$ cat src/rtl/lzc_byte_feeder.sv
// Word-to-byte feeder for the leading-zero counter.
// Buffers words in a FIFO and streams them MSB byte first, with an idle gap.
module lzc_byte_feeder #(
  parameter int WIDTH = 8,
  parameter int WORD  = 4,
  parameter int DEPTH = 4,
  parameter int GAP   = 2
) (
  input  logic                     CLK,
  input  logic                     RST_N,
  input  logic                     IN_VALID,
  output logic                     IN_READY,
  input  logic [WIDTH*WORD-1:0]    IN_DATA,
  input  logic                     IN_MODE,
  output logic [WIDTH-1:0]         DATA,
  output logic                     IVALID,
  output logic                     MODE,
  output logic                     BUSY,
  output logic [$clog2(DEPTH):0]   COUNT
);

  localparam int PW = $clog2(DEPTH);
  localparam int DW = WIDTH * WORD;
  localparam int BW = $clog2(WORD + 1);
  localparam int GW = $clog2(GAP + 1);

  localparam logic [PW:0]   FULL   = (PW + 1)'(DEPTH);
  localparam logic [BW-1:0] LAST_B = BW'(WORD - 1);
  localparam logic [GW-1:0] LAST_G = GW'(GAP - 1);

  localparam logic [1:0] S_IDLE = 2'd0;
  localparam logic [1:0] S_SEND = 2'd1;
  localparam logic [1:0] S_GAP  = 2'd2;

  logic [DW:0]     r_mem [DEPTH];
  logic [PW-1:0]   r_wr;
  logic [PW-1:0]   r_rd;
  logic [PW:0]     r_count;
  logic [1:0]      r_state;
  logic [DW-1:0]   r_sh;
  logic [BW-1:0]   r_bcnt;
  logic [GW-1:0]   r_gcnt;
  logic [WIDTH-1:0] r_data;
  logic            r_ivalid;
  logic            r_mode;

  logic            w_ready;
  logic            w_push;
  logic            w_pop;
  logic [DW:0]     w_head;

  // Ready looks only at occupancy, so a full FIFO refuses even while popping.
  assign w_ready = (r_count != FULL);
  assign w_push  = IN_VALID & w_ready;
  assign w_pop   = (r_state == S_IDLE) & (r_count != '0);
  assign w_head  = r_mem[r_rd];

  always_ff @(posedge CLK) begin
    if (w_push) r_mem[r_wr] <= {IN_MODE, IN_DATA};
  end

  always_ff @(posedge CLK or negedge RST_N) begin
    if (!RST_N) begin
      r_wr    <= '0;
      r_rd    <= '0;
      r_count <= '0;
    end else begin
      if (w_push) r_wr <= r_wr + 1'b1;
      if (w_pop)  r_rd <= r_rd + 1'b1;
      unique case ({w_push, w_pop})
        2'b10:   r_count <= r_count + 1'b1;
        2'b01:   r_count <= r_count - 1'b1;
        default: r_count <= r_count;
      endcase
    end
  end

  always_ff @(posedge CLK or negedge RST_N) begin
    if (!RST_N) begin
      r_state  <= S_IDLE;
      r_sh     <= '0;
      r_bcnt   <= '0;
      r_gcnt   <= '0;
      r_data   <= '0;
      r_ivalid <= 1'b0;
      r_mode   <= 1'b0;
    end else begin
      unique case (r_state)
        S_IDLE: begin
          if (w_pop) begin
            r_data   <= w_head[DW-1 -: WIDTH];
            r_sh     <= w_head[DW-1:0] << WIDTH;
            r_mode   <= w_head[DW];
            r_ivalid <= 1'b1;
            r_bcnt   <= '0;
            r_state  <= S_SEND;
          end
        end
        S_SEND: begin
          if (r_bcnt == LAST_B) begin
            r_data   <= '0;
            r_ivalid <= 1'b0;
            r_gcnt   <= '0;
            r_state  <= S_GAP;
          end else begin
            r_data <= r_sh[DW-1 -: WIDTH];
            r_sh   <= r_sh << WIDTH;
            r_bcnt <= r_bcnt + 1'b1;
          end
        end
        S_GAP: begin
          if (r_gcnt == LAST_G) r_state <= S_IDLE;
          else                  r_gcnt  <= r_gcnt + 1'b1;
        end
        default: r_state <= S_IDLE;
      endcase
    end
  end

  assign IN_READY = w_ready;
  assign DATA     = r_data;
  assign IVALID   = r_ivalid;
  assign MODE     = r_mode;
  assign COUNT    = r_count;
  assign BUSY     = (r_state != S_IDLE) | (r_count != '0);

endmodule

$ cat config.mk
export PLATFORM = sky130hd
export DESIGN_NAME = lzc_byte_feeder
export DESIGN_NICKNAME = d
export VERILOG_FILES = /design/src/rtl/lzc_byte_feeder.sv
export SDC_FILE = /design/constraint.sdc
export NUM_CORES = 1
export LEC_CHECK = 0
export BUFFER_PORTS_ARGS = -buffer_cell sky130_fd_sc_hd__buf_2
export CELL_PAD_IN_SITES_DETAIL_PLACEMENT = 0
export CELL_PAD_IN_SITES_GLOBAL_PLACEMENT = 1
export CORE_MARGIN = 10
export CORE_UTILIZATION = 30
export CTS_CLUSTER_DIAMETER = 200
export DETAILED_ROUTE_END_ITERATION = 6
export HOLD_SLACK_MARGIN = 0.02
export PLACE_DENSITY_LB_ADDON = 0.1
export SLEW_MARGIN = 20
export SYNTH_ARGS = -nofsm -noshare
export SYNTH_HDL_FRONTEND = slang
export SYNTH_SLANG_ARGS = --single-unit
$ cat constraint.sdc
create_clock -name CLK -period 3.65 [get_ports CLK]
set_input_delay 0.1825 -clock CLK [delete_from_list [all_inputs] [get_ports CLK]]
set_output_delay 0.1825 -clock CLK [all_outputs]
set_load 0.02 [all_outputs]
==> results.ini <==
[run_status]
status = completed

[floorplanning]
fp.dieH_um = 174
io_pins = 51
initial_core_util_pct = 30.3
core_mm2 = 0.0234
dieArea_mm2 = 0.0302
die_w_um = 174
placement_rows = 56

[timing]
timing.hold.ws_ns = 0.181
rsz0062_at_grt = no
min_period_ns = 2.57
drv_slew = 0
setup_violations = 0
tns_ns = 0
slew-limit-headroom_pct = 38.0
worstMarginPinSlew_ns = 0.930
hold_viol_final = 0
skew_ns = 0.00714
fmax_mhz = 389
period_share_pct = 70.4

[global_route]
grt_max_degree = 34
grt_pass1_vias = 3902
overflow = 0
grt_pass1_wl_um = 24600
grt_antenna_before_repair = 0
grt_use_total_pct = 10.7

[drt]
vias_per_cell = 4.69
dr.pass1.iters = 4
final_antenna_net_count = 0
num_vias = 3661
drc = 0
wire_per_inst_um = 20.0
wl_um = 15600
drt_iter0_drc = 253

[place]
dp_cells = 715
gp_congestion = 0.679
numPortBuffers = 50
placed_area_mm2 = 0.00769
hpwl_um = 9390

[yosys]
seq_area_frac_synth_pct = 72.8
syn_area_mm2 = 0.00709
avgSynthCellArea_um2 = 19.7
syn-num-nets = 405
syn_inst = 360
synth.area.top_cells = edfxtp_1 56%, dfrtp_1 17%, mux4_2 6.3%
yosysUniqueCellTypes = 37
yosysTopAreaCell = edfxtp_1
ys_ff_latch = 180
synth_warnings = 0
yosys.area.top_type_share_pct = 55.9

[power]
p_leak_uw = 0.00316
power_density_mw_per_mm2 = 801
vdd_drop_max_mv = 0.269

[clock_tree]
post_cts_buffers = 0
clk_latency_ns = 0.43
cts.sinks = 180
clk_pin_slew_worst_paths_ns = 0.07
tritoncts = yes
h-tree-depth = 4
postCtsHoldBufs = 34
numCtsBuffers = 17
clk_path_buf_depth = 2
post_cts_resize_count = 0
clockRootBuffer = clkbuf_16

[finish]
drive_gt1_share_pct = 26.2
final_area_mm2 = 0.00861
final_cell_mix = 132 x edfxtp_1, 50 x buf_2, 47 x dfrtp_1
n_antenna_cell = 0
area_growth_pct = 21.3
finalNonFillerCells = 781
final_common_cell = edfxtp_1
nNetsFinal = 494

[worst_setup_path]
worst_path_max_delay_cell = nor2_1
cp-start-kind = register
crit_fanout = 21
critPathKind = register to register
cp.required_ns = 3.96
arrival_ns = 2.88
end_kind = register
slowest_delay_ns = 0.66
crit_chain = nor2_1, and2_1, ha_1, fa_1, mux2_2

[worst_hold_path]
hp-class = primary input to register

[job]
max_cap_viol_count = 0

kinds of logic (layout without fill, tap and decap cells):
| logic type | count (synthesis) | after routing | share of synthesized area [%] |
|---|---|---|---|
| adders and majority gates | 9 | 9 | 1.69 |
| muxes | 38 | 38 | 12.0 |
| and+or+nand+nor | 54 | 54 | 5.26 |
| xor gates and xnor gates | 6 | 6 | 0.741 |
| DFF | 180 | 180 | 72.8 |
| buffers and inverters | 33 | 135 | 2.36 |
| AOI/OAI and AO/OA | 40 | 40 | 5.19 |
final timing paths:
kind | from | to | slack (ns) | cells past startpoint
setup / recovery | r_state[1]$_DFFE_PN0P_ | COUNT[1]$_DFFE_PN0P_ | 1.08 | 5
hold / removal | IN_VALID | r_wr[0]$_DFFE_PN0P_ | 0.18 | 3
setup reg to reg | r_state[1]$_DFFE_PN0P_ | COUNT[1]$_DFFE_PN0P_ | 1.08 | 5
hold reg to reg | COUNT[2]$_DFFE_PN0P_ | COUNT[2]$_DFFE_PN0P_ | 0.50 | 1
max in group asynchronous | RST_N | r_sh[11]$_DFFE_PN0P_ | 2.54 | 3
min in group asynchronous | RST_N | DATA[2]$_DFFE_PN0P_ | 0.32 | 2
cell type report:
cell class | instances | area, um2
Sequential cell | 180 | 5170
Fill cell | 2226 | 14800
Clock inverter | 14 | 138
Timing Repair Buffer | 95 | 673
Multi-Input combinational cell | 147 | 1760
Clock buffer | 18 | 439
Inverter | 8 | 30.0
Tap cell | 319 | 399
through the flow:
| step | utilization (%) | setup slack (ns) | total power (uW) |
|---|---|---|---|
| after floorplan | - | 1.24 | 4540 |
| after global placement | 32.9 | 1.15 | 5190 |
| after detailed placement | 32.9 | 1.08 | 5220 |
| after CTS | 36.8 | 1.07 | 7030 |
| after global routing | 36.8 | 0.880 | 7330 |
| final | 36.8 | 1.08 | 6890 |
per-layer routing:
metal	up-vias	part of all wire [%]	global-route usage, %
met1	1918	49	14.7
li1	1668	-	-
met5	-	0	0
met4	0	1.2	3.74
met2	61	46	16.1
met3	14	3.6	2.48
power by group:
part | internal, uW | switching [uW] | leakage [uW] | total [uW]
logic | 932 | 1140 | 0.00106 | 2070
registers | 2760 | 297 | 0.00182 | 3050
clock network | 925 | 840 | 0.000278 | 1760
total | 4610 | 2280 | 0.00316 | 6890
synth_stat cells:
cell type	count
a21o_1	1
a21oi_1	2
a221o_1	16
a221oi_1	1
a22o_1	9
a311o_1	8
a311oi_1	1
and2_1	2
and3_1	12
buf_12	1
buf_2	10
buf_6	2
clkbuf_1	12
clkinv_1	1
dfrtp_1	48
edfxtp_1	132
fa_1	1
ha_1	8
inv_1	7
mux2_2	5
mux4_1	13
mux4_2	20
nand2_1	1
nand2b_1	3
nand3_1	1
nor2_1	6
nor2b_1	2
nor3b_1	8
nor4b_1	15
nor4bb_1	1
o21ai_0	1
o21ai_2	1
or2_2	1
or3_1	1
or3b_1	1
xnor2_1	4
xor2_1	2
flip-flops by register name (all words and copies together) (netlist names):
signal / cells
r_rd: 2
DATA: 8
r_bcnt: 3
r_wr: 2
r_mem: 132
IVALID: 1
r_state: 2
r_sh: 24
r_gcnt: 2
COUNT: 3
MODE: 1
worst max-delay path: cells and delay by family, from the launching register on:
kind | cells | cell delay [ns]
muxes | 1 | 0.27
DFF | 1 | 0.65
adders and majority gates | 2 | 0.63
and+or+nand+nor | 2 | 0.91
(Power assumes the default switching activity.)
